--- config.mk ---
export PLATFORM = sky130hd
export DESIGN_NAME = pwm_gen_multi_flat
export DESIGN_NICKNAME = d
export VERILOG_FILES = /design/src/rtl/pwm_gen_multi_if.sv /design/src/rtl/pwm_gen_multi.sv /design/src/flat_wrapper.sv
export SDC_FILE = /design/constraint.sdc
export NUM_CORES = 1
export LEC_CHECK = 0
export CORE_AREA = 4 4 269 271
export CTS_BUF_LIST = sky130_fd_sc_hd__clkbuf_4 sky130_fd_sc_hd__clkbuf_8
export CTS_CLUSTER_SIZE = 24
export DETAILED_ROUTE_END_ITERATION = 10
export DIE_AREA = 0 0 273 275
export GPL_ROUTABILITY_DRIVEN = 0
export PLACE_DENSITY_LB_ADDON = 0.2
export REMOVE_ABC_BUFFERS = 1
export SLEW_MARGIN = 20
export SYNTH_ARGS = -nofsm -noshare
export SYNTH_HDL_FRONTEND = slang
export SYNTH_SLANG_ARGS = --single-unit
--- constraint.sdc ---
create_clock -name clk -period 2.59 [get_ports clk]
set_input_delay 0.259 -clock clk [delete_from_list [all_inputs] [get_ports clk]]
set_output_delay 0.259 -clock clk [all_outputs]
set_load 0.01 [all_outputs]
--- src/rtl/pwm_gen_multi_if.sv ---
// pwm_gen_multi_if: config/status bundle between the register
// file (master) and the multi-channel PWM generator (slave).
interface pwm_gen_multi_if #(
  parameter int CH    = 4,
  parameter int W     = 16,
  parameter int PSC_W = 8
);
  logic             pwm_en;
  logic [PSC_W-1:0] prescale;
  logic [W-1:0]     period_in;
  logic [3*CH-1:0]  mode_in;
  logic [W*CH-1:0]  compare1_in;
  logic [W*CH-1:0]  compare2_in;
  logic             cfg_wr;
  logic             cfg_pending;
  logic [W-1:0]     count_val;
  logic             period_evt;
  logic [CH-1:0]    pwm_out;

  modport master (
    output pwm_en, prescale, period_in, mode_in,
    output compare1_in, compare2_in, cfg_wr,
    input  cfg_pending, count_val, period_evt, pwm_out
  );

  modport slave (
    input  pwm_en, prescale, period_in, mode_in,
    input  compare1_in, compare2_in, cfg_wr,
    output cfg_pending, count_val, period_evt, pwm_out
  );
endinterface

--- src/rtl/pwm_gen_multi.sv ---
// pwm_gen_multi: prescaled period counter driving CH PWM channels
// with left/right/window/toggle modes and double-buffered config.
module pwm_gen_multi #(
  parameter int CH    = 4,
  parameter int W     = 16,
  parameter int PSC_W = 8
) (
  input  logic             clk,
  input  logic             rst_n,
  pwm_gen_multi_if.slave   bus
);

  logic [PSC_W-1:0] psc_q, psc_d;
  logic [W-1:0]     cnt_q, cnt_d;
  logic             evt_q, evt_d;
  logic [W-1:0]     per_q, per_d, per_p_q, per_p_d;
  logic [3*CH-1:0]  mode_q, mode_d, mode_p_q, mode_p_d;
  logic [W*CH-1:0]  c1_q, c1_d, c1_p_q, c1_p_d;
  logic [W*CH-1:0]  c2_q, c2_d, c2_p_q, c2_p_d;
  logic             pend_q, pend_d;
  logic [CH-1:0]    tog_q, tog_d;
  logic [CH-1:0]    out_q, out_d;
  logic             tick, wrap, apply;

  // Tick also fires when prescale drops below the running count.
  always_comb begin
    tick  = bus.pwm_en && (psc_q >= bus.prescale);
    wrap  = tick && (cnt_q == per_q);
    apply = wrap || !bus.pwm_en;
  end

  // Prescaler and period counter, both parked at 0 while disabled.
  always_comb begin
    psc_d = psc_q;
    cnt_d = cnt_q;
    evt_d = wrap;
    if (!bus.pwm_en) begin
      psc_d = '0;
      cnt_d = '0;
    end else if (tick) begin
      psc_d = '0;
      cnt_d = wrap ? '0 : cnt_q + W'(1);
    end else begin
      psc_d = psc_q + PSC_W'(1);
    end
  end

  // Double buffer: a write landing on an apply goes straight to active.
  always_comb begin
    per_p_d  = per_p_q;
    mode_p_d = mode_p_q;
    c1_p_d   = c1_p_q;
    c2_p_d   = c2_p_q;
    pend_d   = pend_q;
    per_d    = per_q;
    mode_d   = mode_q;
    c1_d     = c1_q;
    c2_d     = c2_q;
    if (bus.cfg_wr) begin
      per_p_d  = bus.period_in;
      mode_p_d = bus.mode_in;
      c1_p_d   = bus.compare1_in;
      c2_p_d   = bus.compare2_in;
    end
    if (apply) begin
      per_d  = per_p_d;
      mode_d = mode_p_d;
      c1_d   = c1_p_d;
      c2_d   = c2_p_d;
      pend_d = 1'b0;
    end else if (bus.cfg_wr) begin
      pend_d = 1'b1;
    end
  end

  // Per-channel compare logic; outputs freeze while disabled.
  always_comb begin : ch_eval
    logic [1:0]   m;
    logic         inv;
    logic         raw;
    logic [W-1:0] a;
    logic [W-1:0] b;
    tog_d = tog_q;
    out_d = out_q;
    m     = '0;
    inv   = 1'b0;
    raw   = 1'b0;
    a     = '0;
    b     = '0;
    for (int c = 0; c < CH; c++) begin
      m   = mode_q[3*c +: 2];
      inv = mode_q[3*c+2];
      a   = c1_q[W*c +: W];
      b   = c2_q[W*c +: W];
      unique case (m)
        2'b00: raw = (cnt_q < a);
        2'b01: raw = (cnt_q >= a);
        2'b10: raw = (cnt_q >= a) && (cnt_q < b);
        2'b11: raw = tog_q[c];
      endcase
      if (apply && (mode_p_d[3*c +: 2] != m))
        tog_d[c] = 1'b0;
      else if (tick && (m == 2'b11) && (cnt_q == a))
        tog_d[c] = ~tog_q[c];
      if (bus.pwm_en)
        out_d[c] = raw ^ inv;
    end
  end

  // State registers.
  always_ff @(posedge clk or negedge rst_n) begin
    if (!rst_n) begin
      psc_q    <= '0;
      cnt_q    <= '0;
      evt_q    <= 1'b0;
      per_q    <= '0;
      mode_q   <= '0;
      c1_q     <= '0;
      c2_q     <= '0;
      per_p_q  <= '0;
      mode_p_q <= '0;
      c1_p_q   <= '0;
      c2_p_q   <= '0;
      pend_q   <= 1'b0;
      tog_q    <= '0;
      out_q    <= '0;
    end else begin
      psc_q    <= psc_d;
      cnt_q    <= cnt_d;
      evt_q    <= evt_d;
      per_q    <= per_d;
      mode_q   <= mode_d;
      c1_q     <= c1_d;
      c2_q     <= c2_d;
      per_p_q  <= per_p_d;
      mode_p_q <= mode_p_d;
      c1_p_q   <= c1_p_d;
      c2_p_q   <= c2_p_d;
      pend_q   <= pend_d;
      tog_q    <= tog_d;
      out_q    <= out_d;
    end
  end

  assign bus.cfg_pending = pend_q;
  assign bus.count_val   = cnt_q;
  assign bus.period_evt  = evt_q;
  assign bus.pwm_out     = out_q;

endmodule
--- src/flat_wrapper.sv ---
// flat-port wrapper written by rule: the top's interface ports become plain ports
module pwm_gen_multi_flat 
#(
  parameter int CH    = 4,
  parameter int W     = 16,
  parameter int PSC_W = 8
)
  (clk, rst_n, bus_pwm_en, bus_prescale, bus_period_in, bus_mode_in, bus_compare1_in, bus_compare2_in, bus_cfg_wr, bus_cfg_pending, bus_count_val, bus_period_evt, bus_pwm_out);
  pwm_gen_multi_if #(.CH(CH), .W(W), .PSC_W(PSC_W)) bus_i ();
  input  logic clk;
  input  logic rst_n;
  input wire logic [$bits(bus_i.pwm_en)-1:0] bus_pwm_en;
  input wire logic [$bits(bus_i.prescale)-1:0] bus_prescale;
  input wire logic [$bits(bus_i.period_in)-1:0] bus_period_in;
  input wire logic [$bits(bus_i.mode_in)-1:0] bus_mode_in;
  input wire logic [$bits(bus_i.compare1_in)-1:0] bus_compare1_in;
  input wire logic [$bits(bus_i.compare2_in)-1:0] bus_compare2_in;
  input wire logic [$bits(bus_i.cfg_wr)-1:0] bus_cfg_wr;
  output wire logic [$bits(bus_i.cfg_pending)-1:0] bus_cfg_pending;
  output wire logic [$bits(bus_i.count_val)-1:0] bus_count_val;
  output wire logic [$bits(bus_i.period_evt)-1:0] bus_period_evt;
  output wire logic [$bits(bus_i.pwm_out)-1:0] bus_pwm_out;
  assign bus_i.pwm_en = bus_pwm_en;
  assign bus_i.prescale = bus_prescale;
  assign bus_i.period_in = bus_period_in;
  assign bus_i.mode_in = bus_mode_in;
  assign bus_i.compare1_in = bus_compare1_in;
  assign bus_i.compare2_in = bus_compare2_in;
  assign bus_i.cfg_wr = bus_cfg_wr;
  assign bus_cfg_pending = bus_i.cfg_pending;
  assign bus_count_val = bus_i.count_val;
  assign bus_period_evt = bus_i.period_evt;
  assign bus_pwm_out = bus_i.pwm_out;
  pwm_gen_multi #(.CH(CH), .W(W), .PSC_W(PSC_W)) u_core (.clk(clk), .rst_n(rst_n), .bus(bus_i));
endmodule
==> metrics.txt <==
CP max stage cell=dfrtp_2; Vias/cell=4.30; outcome=finished, final reports clean; clk sinks=346; Avg Inst Size Synth=12.7 µm²; number of synthesized flops with an enable pin=0; cell area after placement=0.0209 mm²; worst path cell trace=xor2_1 > nor4_2 > nand4_1 > buf_6 > a21o_4 > nand2_8 > buf_6 > clkbuf_16 > mux2_4; Synth Register Bits=346; area leader, netlist=dfrtp_1; top cells by area, synth=dfrtp_1, mux2_2, ha_1; largest net degree at the start of global routing=87; root buf cell=clkbuf_8; initial antenna violation count=5; Design Area, Final=0.0228 mm²; Clock Skews=0.0318 ns; post-synth top area share=0.499; commonest non-fill, non-tap cell in the layout=dfrtp_1; htree depth=3; vias in the first global route=12.7k; Final period util=0.997; PD cells=651 mW/mm²; Final Setup Violations=0; Syn Inst Count=1366; WP data required=3.08 ns; synthesis-to-finish area growth=31.3%; CP arrival=3.07 ns; Syn Std Cell Area=0.0174 mm²; DR WL/cell=19.1 µm; Max Cap Viol=0; total number of vias=11.5k; WHS=0.138 ns; ys async rst share=1.00; crit path kind=flop to flop; P_leak=0.0105 µW; Core Region=0.0698 mm²; startpoint type of the worst setup path=flop; Antenna Nets Post-Route=0; clk slew on worst S/H paths=0.06 ns; Yosys cell types=63; f_max=387 MHz; worst slew pin tran=0.523 ns; Top Ports=190; Clock Latency Late Sink=0.63 ns; Initial Util=0.249; Final Hold Fails=0; crit end category=flop; Reg2Reg Launch Point=u_core.bus.count_val[7]$_DFFE_PN0P_; first-pass GRT wire length=77.8 mm; # DRC=0; max_slew headroom=0.642; sequential share of the synthesized area=0.499; max-slew violations=0; Max Buffers Root-to-Sink=3; Total GRT Usage=0.137; Setup WS post-layout=0.00801 ns; GR Overflow Total=0; layout cells sized above 1=0.320; die width=273 µm; min Tclk post-route=2.58 ns; pre-CTS setup slack=-0.383 ns; Num CTS Buffers=68; Detailed Place HPWL=37.3 mm; total wire length=51.2 mm; initial DRC count=516; fin nets=1988; die area=0.0751 mm²; Layout Utilization=0.327; Ys Warns=0; Peak supply drop=0.249 mV; Hold Crit Class=input port to async pin; Critical Path Fanout Max=8; 1st-pass router iterations=4; IO Port Bufs=189; commonest non-fill, non-tap cells in the layout=dfrtp_1, mux2_2, clkdlybuf4s50_1, inv_1, ha_1; crit-path most repeated cell=buf_6; Final Power=14800 µW; num rows=97; Setup crit start=u_core.bus.count_val[7]$_DFFE_PN0P_; CTS tree=done; Post-synth top flop=dfrtp_1; largest stage delay on the critical path=0.47 ns; RSZ-0062 raised after global routing=yes; Die Ht=275 µm
[area by class of cell]
| cell class | count | area (µm²) |
|---|---|---|
| Antenna cell | 3 | 7.51 |
| Tap cell | 940 | 1180 |
| Timing Repair Buffer | 291 | 2910 |
| Clock inverter | 12 | 193 |
| Sequential cell | 346 | 8670 |
| Fill cell | 7044 | 47000 |
| Inverter | 137 | 514 |
| Multi-Input combinational cell | 842 | 7980 |
| Clock buffer | 107 | 1350 |
[registers in the layout (all words and copies together) (netlist names), 4 cells and up]
name	count
u_core.bus.count_val	16
u_core.psc_q	8
u_core.tog_q	4
u_core.per_p_q	16
u_core.mode_p_q	12
u_core.c1_p_q	64
u_core.bus.pwm_out	4
u_core.c2_q	64
u_core.c1_q	64
u_core.mode_q	12
u_core.c2_p_q	64
u_core.per_q	16
[repair_timing]
item,in CTS,in global routing
endpoints found under the setup margin,174,130
gates resized for setup,19,29
cloned,2,1
pin swaps,2,4
hold buffers,1,0
setup buffers,6,3
endpoints found under the hold margin,290,0
[worst paths after layout]
check                           slack [ns]                       endpoint  cells past startpoint
worst max-delay path                 0.008  u_core.mode_q[10]$_DFFE_PN0P_                      9
worst min-delay path                  0.14    u_core.c1_p_q[52]$_DFF_PN0_                      2
worst max register to register       0.008  u_core.mode_q[10]$_DFFE_PN0P_                      9
worst min register to register        0.49    u_core.c2_p_q[35]$_DFF_PN0_                      1
max in group asynchronous             1.59    u_core.c2_p_q[23]$_DFF_PN0_                      4
min in group clk                      0.16    u_core.c1_p_q[18]$_DFF_PN0_                      2
[where the power goes]
| group | internal [µW] | switching (µW) |
|---|---|---|
| clock network | 3810 | 2430 |
| registers | 6040 | 330 |
| logic | 1260 | 983 |
[critical path, delay by kind of cell, from the launching register on]
kind	cells	cell delay, ns
xor+xnor	1	0.17
buf+inv	3	0.50
mux	1	0.29
simple gates	3	0.75
flops	1	0.47
compound gates	1	0.22
[stage by stage]
| stage | std cells | setup TNS (ns) |
|---|---|---|
| final | 2678 | 0 |
| after detailed placement | 2544 | -53.31 |
| after global placement | 2544 | -51.20 |
| after floorplan | 1324 | -58.69 |
| after global routing | 2676 | -5.46 |
| after CTS | 2672 | -2.77 |
[logic make-up after synthesis]
family,count (synthesis),share of synthesized area
AOI/OAI and AO/OA,163,0.0603
xor gates and xnor gates,36,0.0182
adders and majority gates,134,0.0966
buffers and inverters,179,0.0498
DFF,346,0.499
muxes,314,0.219
and+or+nand+nor,194,0.0577
[Yosys cell counts, types with 11 or more instances]
master	count
inv_1	136
nor2_1	44
o21ai_0	20
ha_1	134
a21o_1	11
a21oi_1	62
mux2_2	239
nand2_1	38
nand4_1	26
buf_2	11
dfrtp_1	346
nand3_1	23
mux2_4	70
xor2_1	29
[per-layer routing]
metal	vias up	share of wire	GRT usage
met5	-	0.00020	0
met4	2	0.022	0.0463
met3	68	0.049	0.0310
met2	219	0.46	0.222
met1	5746	0.47	0.182
li1	5485	-	-
Note: power is estimated with default switching activity, not from simulation.
==> edit, RTL diff (same settings) <==
`CH` is set to 4 in 3 places; all go to 8.
--- a/src/rtl/pwm_gen_multi_if.sv
+++ b/src/rtl/pwm_gen_multi_if.sv
@@ -3,3 +3,3 @@
 interface pwm_gen_multi_if #(
-  parameter int CH    = 4,
+  parameter int CH    = 8,
   parameter int W     = 16,
--- a/src/rtl/pwm_gen_multi.sv
+++ b/src/rtl/pwm_gen_multi.sv
@@ -3,3 +3,3 @@
 module pwm_gen_multi #(
-  parameter int CH    = 4,
+  parameter int CH    = 8,
   parameter int W     = 16,
--- a/src/flat_wrapper.sv
+++ b/src/flat_wrapper.sv
@@ -3,3 +3,3 @@
 #(
-  parameter int CH    = 4,
+  parameter int CH    = 8,
   parameter int W     = 16,
Ports: changed (resized bus_compare1_in, bus_compare2_in, bus_mode_in and bus_pwm_out); port bits go from 190 to 334. The function was not compared with the original's and may differ.
==> edit against the unedited design <==
Final area rose by 83%. Cell count increased by 54%. Critical path type unchanged. Utilization up 27 points. Routed wire length is 72% higher. Setup slack got worse by 200 ps. Sequential cell count grew 288. Largest power group unchanged. Clock power up 60%. Total power increased by 77%. Count of clock-buffer cells in the layout increased by 65. Clock skew fell by 1.9 ps. Area after synthesis grew 79%. The run now ends with setup timing left.
==> edit: results <==
[outcome]
failed_checks = setup timing
status = finished, violations left

[global_routing]
grt_pass1_vias = 22959
grt_max_degree = 71
grt_usage_pct = 22.7
antenna_found_initial = 9
grt_util_met2_pct = 38.4
grt_pass1_wl_mm = 131

[cells_and_area]
seq_area_share_pct = 38.1
inverters = 272
multi_input_area_share_pct = 34.9
buffers_excl_clock = 589
clkCellAreaFrac_pct = 5.86
area_delta_synth_final_pct = 34.5

[sta]
setup_viol = 298
fin_skew_ps = 29.9
tns_ps = -35570
worst_slack_ps = -195

[yosys]
netlist-cell-type-count = 48
yosysSeqAreaShare_pct = 51.2
synthTopCellsByCount = dfrtp_1 (634), mux2_2 (474), inv_1 (272)

[routing]
wl_met2_mm = 42.9
post_drt_via_cell_ratio = 5.22
post_drt_wl_per_cell_um = 21.4

[setup_path]
critPathMaxStageDelay_ps = 410
r2r-end = u_core.c1_q[120]$_DFFE_PN0P_

[power_and_ir_drop]
p_clk_uw = 9960

[placement]
placed_cell_area_mm2 = 0.0370
==> edit: cells by family (layout without fill, tap and decap cells) <==
family | after synthesis | after routing | synth area share, %
simple gates | 349 | 349 | 5.71
buf+inv | 348 | 1052 | 4.73
xor+xnor | 66 | 66 | 1.86
mux | 584 | 584 | 21.1
fa+ha+maj | 258 | 258 | 10.4
flops | 634 | 634 | 51.2
compound gates | 239 | 239 | 5.00
other cells | 0 | 6 | 0
==> edit: how the worst max path moves through the flow <==
stage                              endpoint  slack, ps  depth (start not counted)                                  from
2_1_floorplan    u_core.c1_q[0]$_DFFE_PN0P_     -14250                          5   u_core.bus.count_val[2]$_DFFE_PN0P_
3_3_place_gp    u_core.c1_q[12]$_DFFE_PN0P_       -460                         10                       bus_prescale[0]
3_5_place_dp     u_core.c1_q[3]$_DFFE_PN0P_       -450                         10                       bus_prescale[0]
4_1_cts         u_core.c1_q[21]$_DFFE_PN0P_       -170                         11  u_core.bus.count_val[12]$_DFFE_PN0P_
5_1_grt        u_core.c1_q[120]$_DFFE_PN0P_       -290                         10  u_core.bus.count_val[13]$_DFFE_PN0P_
6_report       u_core.c1_q[120]$_DFFE_PN0P_       -200                         10   u_core.bus.count_val[0]$_DFFE_PN0P_
==> edit: what timing repair did <==
item | 4_1_cts | 5_1_grt
pin swaps | 21 | 37
hold buffers | 2 | 0
resized for setup | 122 | 100
setup buffers | 38 | 18
hold endpoints to repair | 233 | 0
gates cloned | 10 | 19
setup endpoints to repair | 311 | 323
==> edit: metrics by stage <==
step / cells / hold slack (ps)
2_1_floorplan: 2402 / -36.6
3_3_place_gp: 3852 / 255
3_5_place_dp: 3852 / 259
4_1_cts: 4090 / 61.0
5_1_grt: 4127 / 128
6_report: 4128 / 126
